===== config.mk =====
export PLATFORM = sky130hd
export DESIGN_NAME = seq_mult_flat
export DESIGN_NICKNAME = d
export VERILOG_FILES = /design/src/rtl/seq_mult_if.sv /design/src/rtl/seq_mult.sv /design/src/flat_wrapper.sv
export SDC_FILE = /design/constraint.sdc
export NUM_CORES = 1
export LEC_CHECK = 0
export ABC_AREA = 1
export CAP_MARGIN = 20
export CORE_MARGIN = 4
export CORE_UTILIZATION = 45
export DETAILED_ROUTE_END_ITERATION = 10
export GPL_ROUTABILITY_DRIVEN = 0
export PLACE_DENSITY = 0.8
export SKIP_LAST_GASP = 1
export SLEW_MARGIN = 10
export SYNTH_ARGS = -nofsm -noshare
export SYNTH_HDL_FRONTEND = slang
export SYNTH_SLANG_ARGS = --single-unit

===== constraint.sdc =====
create_clock -name clk -period 4 [get_ports clk]
set_clock_uncertainty 0.15 [all_clocks]
set_input_delay 0.8 -clock clk [delete_from_list [all_inputs] [get_ports clk]]
set_output_delay 0.8 -clock clk [all_outputs]
set_load 0.005 [all_outputs]

===== src/rtl/seq_mult_if.sv =====
// Operand/result handshake bundle for the sequential multiplier.
// The master issues start with operands; the slave reports busy/done and the product.
interface seq_mult_if #(
    parameter int WIDTH = 4
);
    logic                 start;
    logic                 signed_mode;
    logic [WIDTH-1:0]     m;
    logic [WIDTH-1:0]     q;
    logic                 busy;
    logic                 done;
    logic [2*WIDTH-1:0]   p;

    modport master (
        output start, signed_mode, m, q,
        input  busy, done, p
    );

    modport slave (
        input  start, signed_mode, m, q,
        output busy, done, p
    );
endinterface


===== src/rtl/seq_mult.sv =====
// Sequential shift-add multiplier: one conditional add per cycle on operand
// magnitudes, with the sign reapplied to the 2*WIDTH-bit product at completion.
module seq_mult #(
    parameter int WIDTH = 4
) (
    input  logic       clk,
    input  logic       rst,
    seq_mult_if.slave  bus
);
    localparam int CNT_W = $clog2(WIDTH);

    typedef enum logic {IDLE, RUN} state_t;

    state_t               state_reg, state_next;
    logic [WIDTH-1:0]     m_reg, m_next;
    logic [WIDTH-1:0]     q_reg, q_next;
    logic [WIDTH-1:0]     acc_reg, acc_next;
    logic [CNT_W-1:0]     cnt_reg, cnt_next;
    logic                 neg_reg, neg_next;
    logic                 done_reg, done_next;
    logic [2*WIDTH-1:0]   p_reg, p_next;

    logic [WIDTH-1:0]     m_mag, q_mag, addend;
    logic [WIDTH:0]       sum;
    logic [2*WIDTH-1:0]   prod;

    // Multiplicand gated by the multiplier LSB forms this cycle's partial product.
    generate
        for (genvar gi = 0; gi < WIDTH; gi++) begin : g_addend
            assign addend[gi] = m_reg[gi] & q_reg[0];
        end
    endgenerate

    assign sum  = {1'b0, acc_reg} + {1'b0, addend};
    // The vacated multiplier bits collect the low half of the product as it shifts.
    assign prod = {sum[WIDTH:1], sum[0], q_reg[WIDTH-1:1]};

    always_comb begin
        m_mag = bus.m;
        q_mag = bus.q;
        if (bus.signed_mode && bus.m[WIDTH-1]) m_mag = -bus.m;
        if (bus.signed_mode && bus.q[WIDTH-1]) q_mag = -bus.q;
    end

    always_comb begin
        state_next = state_reg;
        m_next     = m_reg;
        q_next     = q_reg;
        acc_next   = acc_reg;
        cnt_next   = cnt_reg;
        neg_next   = neg_reg;
        done_next  = 1'b0;
        p_next     = p_reg;
        case (state_reg)
            IDLE: begin
                if (bus.start) begin
                    m_next     = m_mag;
                    q_next     = q_mag;
                    neg_next   = bus.signed_mode & (bus.m[WIDTH-1] ^ bus.q[WIDTH-1]);
                    acc_next   = '0;
                    cnt_next   = '0;
                    state_next = RUN;
                end
            end
            RUN: begin
                acc_next = sum[WIDTH:1];
                q_next   = {sum[0], q_reg[WIDTH-1:1]};
                cnt_next = cnt_reg + CNT_W'(1);
                if (cnt_reg == CNT_W'(WIDTH-1)) begin
                    p_next     = neg_reg ? -prod : prod;
                    done_next  = 1'b1;
                    state_next = IDLE;
                end
            end
            default: state_next = IDLE;
        endcase
    end

    always_ff @(posedge clk) begin
        if (rst) begin
            state_reg <= IDLE;
            m_reg     <= '0;
            q_reg     <= '0;
            acc_reg   <= '0;
            cnt_reg   <= '0;
            neg_reg   <= 1'b0;
            done_reg  <= 1'b0;
            p_reg     <= '0;
        end else begin
            state_reg <= state_next;
            m_reg     <= m_next;
            q_reg     <= q_next;
            acc_reg   <= acc_next;
            cnt_reg   <= cnt_next;
            neg_reg   <= neg_next;
            done_reg  <= done_next;
            p_reg     <= p_next;
        end
    end

    assign bus.busy = (state_reg == RUN);
    assign bus.done = done_reg;
    assign bus.p    = p_reg;
endmodule


===== src/flat_wrapper.sv =====
// flat-port wrapper written by rule: the top's interface ports become plain ports
module seq_mult_flat 
#(
    parameter int WIDTH = 4
)
  (clk, rst, bus_start, bus_signed_mode, bus_m, bus_q, bus_busy, bus_done, bus_p);
  seq_mult_if #(.WIDTH(WIDTH)) bus_i ();
  input  logic clk;
  input  logic rst;
  input wire logic [$bits(bus_i.start)-1:0] bus_start;
  input wire logic [$bits(bus_i.signed_mode)-1:0] bus_signed_mode;
  input wire logic [$bits(bus_i.m)-1:0] bus_m;
  input wire logic [$bits(bus_i.q)-1:0] bus_q;
  output wire logic [$bits(bus_i.busy)-1:0] bus_busy;
  output wire logic [$bits(bus_i.done)-1:0] bus_done;
  output wire logic [$bits(bus_i.p)-1:0] bus_p;
  assign bus_i.start = bus_start;
  assign bus_i.signed_mode = bus_signed_mode;
  assign bus_i.m = bus_m;
  assign bus_i.q = bus_q;
  assign bus_busy = bus_i.busy;
  assign bus_done = bus_i.done;
  assign bus_p = bus_i.p;
  seq_mult #(.WIDTH(WIDTH)) u_core (.clk(clk), .rst(rst), .bus(bus_i));
endmodule

# [Word level (Yosys, flattened, before mapping)]
# Index checks and enable logic that the tools add are counted.
# W data, S select, Z words.
[totals] ramBits=0 register_bits=25 latchBits=0 mem_count=0 mem_bits_ro=0 output_inout_bits=10
[classes] n_mux=13 shifts=0 div=0 addsub=5 order_cmp=0 n_reduce_logical=5 n_eq_ne=2 multipliers=0 n_bitwise=7
[op_table] operator="$mux W4" n=4
[op_table] operator="$pmux W4 S2" n=2
[op_table] operator="$mux W8" n=1
[op_table] operator="$neg A4 Y4" n=2
[op_table] operator="$neg A8 Y8" n=1
[op_table] operator="$add A4 B4 Y5" n=1
[op_table] operator="$and A1 B1 Y1" n=5
[op_table] operator="$pmux W2 S2" n=1
[op_table] operator="$reduce_and A2 Y1" n=2
[op_table] operator="$mux W1" n=3
[op_table] operator="$add A2 B1 Y2 const B" n=1
[op_table] operator="$eq A2 B2 Y1 const B" n=1
[op_table] operator="$logic_and A1 B1 Y1" n=2
[op_table] operator="$mux W2" n=1
[op_table] operator="$ne A2 B2 Y1 const B" n=1
[op_table] operator="$pmux W1 S2" n=1
[op_table] operator="$reduce_or A2 Y1" n=1
[op_table] operator="$not A1 Y1" n=1
[op_table] operator="$xor A1 B1 Y1" n=1

# [Logic depth before layout (Yosys ltp)]
[depth] ltp_word=4 ltp_mapped=13

# [Worst setup path after synthesis]
# Ideal clock, no wire load.
[synth_path] path_type="reg2reg" from="reg u_core.q_reg[0]" to="reg u_core.p_reg[7], in the netlist u_core.bus.p[7]" setup_slack_ns=2.094 stages_incl_launch_ff=13 setup_time_ns=0.113 t_arrival_ns=1.643 n_path_buf=0 path_cell_list="dfxtp_1 nand2_1 inv_1 ha_1 fa_1 nor2_1 nand3_1 nor2_1 nand3_1 nand2_1 nand2_1 nand3_1 nand2_1"
[synth_via] elab_chain_cells=4 word_cells_on_any_way=7 cone_classes="add/sub: 2; mux: 1; bitwise: 4"
[synth_rtl] item="start, declared" line_no="seq_mult.sv:16" source="logic [WIDTH-1:0] q_reg, q_next;"
[synth_rtl] item="start signal, assigned" line_no="seq_mult.sv:92" source="q_reg <= q_next;"
[synth_rtl] item="$and A1 B1 Y1" line_no="seq_mult.sv:30" source="assign addend[gi] = m_reg[gi] & q_reg[0];"
[synth_rtl] item="$add A4 B4 Y5 *" line_no="seq_mult.sv:34" source="assign sum = {1'b0, acc_reg} + {1'b0, addend};"
[synth_rtl] item="$neg A8 Y8" line_no="seq_mult.sv:70" source="p_next = neg_reg ? -prod : prod;"
[synth_rtl] item="$mux W8 *" line_no="seq_mult.sv:70"
[synth_rtl] item="end signal, assigned" line_no="seq_mult.sv:97" source="p_reg <= p_next;"
[synth_rtl] item="end, declared" line_no="seq_mult.sv:21" source="logic [2*WIDTH-1:0] p_reg, p_next;"
# Mark *: on every way between the ends. The rest lies on a longest branch, timed or not.
# A chain may end at the register's enable or synchronous reset.

# [Worst setup path in the final report]
[layout_path] from="reg u_core.state_reg, in the netlist u_core.bus.busy" to="out bus_busy"
[layout_rtl] item="start, declared" line_no="seq_mult.sv:14" source="state_t state_reg, state_next;"
[layout_rtl] item="start signal, assigned" line_no="seq_mult.sv:90" source="state_reg <= state_next;"
[layout_rtl] item="end, declared" line_no="flat_wrapper.sv:14" source="output wire logic [$bits(bus_i.busy)-1:0] bus_busy;"
# No word-level cell between the ends.

==> results.tsv <==
stage	metric	value	unit
worst_setup_path	path_cells	clkdlybuf4s50_1	
yosys	synth_area_per_cell	7.176	um2
worst_setup_path	worstPathRequired	3.05	ns
die	rows	19	
yosys	ys_warn_count	0	
worst_hold_path	whs_endpoint	u_core.bus.p[6]	
finish	final_cell_mix	51 x nand2_1, 25 x dfxtp_1, 24 x inv_1, 21 x clkdlybuf4s50_1, 16 x o21ai_0	
worst_hold_path	hp-start	u_core.bus.p[6]	
yosys	ys.flop_type	dfxtp_1	
clocking	post_cts_buffers	0	
yosys	ys_seq_elements	25	
global_routing	overflow	0	
worst_setup_path	slowest_delay	0.62	ns
timing	fmax	402.9	MHz
clocking	clk_pin_slew	0.14	ns
finish	final_common_cell	nand2_1	
worst_hold_path	hold_depth	2	
routing	ant_nets	0	
place	portBuffers	21	
finish	largest_reg_flops	8	
clocking	hold_buffers	0	
routing	route.detailed.drc	0	
worst_setup_path	crit_fanout	14	
timing	finalCritPeriodShare	62.04	%
yosys	synth_edf_count	0	
yosys	yosys.cell_types.count	24	
pwr	leakage	0.7217	nW
routing	via_per_inst	4.979	
worst_setup_path	crit_path_top_delay_cell	dfxtp_1	
die	pin_count	22	
timing	setup_violations	0	
worst_setup_path	ff2ff_setup_slack	1.92	ns
worst_setup_path	cp-start-kind	flip-flop	
timing	rsz0062_at_grt	false	
clocking	cts_tree	built	
global_routing	grt_usage	12.73	%
timing	worst_slew_pin_slew	0.7158	ns
global_routing	grt_pass1_vias	996	
routing	routed_wl	2379	um
global_routing	grt_pass1_wl	4160	um
finish	nNetsFinal	227	
pwr	power	0.4423	mW
clocking	clockBufferDepth	2	
worst_setup_path	end_kind	output pin	
finish	drive_above_1_share	5.366	%
worst_hold_path	min_path_type	reg -> reg	
clocking	clock_sinks	25	
routing	drt_iter0_drc	48	
place	dp_hpwl	1911	um
timing	final.setup.tns	0	ns
timing	maxSlewHeadroom	52.11	%
worst_setup_path	timing.rr.end	u_core.bus.p[7]	
global_routing	grt_max_degree	15	
routing	vias	1175	
timing	period_minus_slack	2.482	ns
worst_setup_path	rr_worst_depth	12	
worst_setup_path	crit_type	reg -> out	
die	die_w	62.32	um
worst_setup_path	crit_start	u_core.bus.busy	
yosys	syn_area	1328	um2
worst_setup_path	worst-path-stages	1	
timing	finalHoldViolations	0	
yosys	synth_nets	206	
clocking	worstSkewPairLatency	0.32	ns
die	die-area	3883	um2
die	initial_core_util	47.73	%
worst_setup_path	r2r_start	u_core.q_reg[0]	
die	die_h	62.32	um
yosys	async_flop_share	0	%
clocking	cts_buffers	3	
routing	drtPass1Iterations	4	
finish	stdcell_count	236	
routing	wl_per_cell	10.08	um
worst_setup_path	cp.arrival	1.53	ns
clocking	cts-resized-gates	0	
finish	final_area	1572	um2
clocking	h-tree-depth	1	
worst_setup_path	worst-path-buf-inv	1	
pwr	vdd_drop_max	0.0002211	V
job	cap_violations	0	
clocking	cts-root-buf	clkbuf_4	
worst_setup_path	cp_top_family	flip-flops	
place	postPlaceCellArea	1544	um2
yosys	syn_inst	185	
finish	area_delta_synth_final	18.38	%
status	status	complete, no violations	
global_routing	antenna_found_initial	0	
pwr	power-per-cell-area	281.5	nW/um2
die	core	2781	um2
yosys	yosysSeqAreaShare	37.70	%
place	dp.cells	232	
timing	slew_viol_final	0	
finish	num_antenna_cells	0	
## cell type report
type	instances	area (um2)
multi-input cells	129	696.9
fillers	292	1210
flip-flops and latches	25	500.5
repair buffers	21	210.2
clock buffers	3	22.52
clock inverters	1	5.005
inverters	26	97.59
well taps	31	38.79
## synthesized netlist by cell type, drive strengths merged, types with 2 or more instances
cell    number  area [um2]
o211ai       3       22.52
nand2       51       191.4
xor2         5       43.79
inv         26       97.60
dfxtp       25       500.5
nor2        14       65.06
nand3        6       30.03
a21oi       14       70.07
ha           8       100.1
nor3         3       15.01
o21ai       17       88.84
a31oi        3       18.77
buf          3       15.01
clkbuf       2       17.51
## tightest hold or removal path, stage by stage, from the launching register on
cell and delay, ns:
dfxtp_1 0.33, nand2_1 0.06, nand2_1 0.04
## layer usage
metal | track usage [%] | vias to the layer above | wire [um]
met5 | 0 | - | 0
met4 | 4.775 | 0 | 38
met3 | 2.703 | 4 | 140
met2 | 22.28 | 27 | 1058
met1 | 15.08 | 510 | 1141
li1 | - | 634 | -
## through the flow
step	setup slack, ns	hold slack, ns	utilization, %
final	1.518	0.3093	56.50
after global routing	1.416	0.3346	56.50
after CTS	1.502	0.3133	56.50
after detailed placement	1.440	0.2906	55.51
after global placement	1.514	0.2872	55.51
after floorplan	2.094	0.2822	-
## cells by family after synthesis
group	count (synthesis)	synth area share (%)
AO/OA/AOI/OAI	38	15.65
XOR/XNOR	6	3.958
adder cells (fa/ha/maj)	9	9.048
buffers and inverters	31	9.802
flip-flops	25	37.70
AND/OR/NAND/NOR	76	23.85
## worst max path at each step
stage	slack [ns]	end
after floorplan	2.09	u_core.bus.p[7]
after global placement	1.51	u_core.q_reg[1]
after detailed placement	1.44	u_core.q_reg[1]
after CTS	1.50	bus_busy
after global routing	1.42	bus_busy
final	1.52	bus_busy
## power breakdown
group	switching (mW)	internal, mW
Combinational	0.0338	0.0286
Clock	0.0749	0.0374
Sequential	0.00984	0.258
Note: power is estimated with default switching activity, not from simulation.
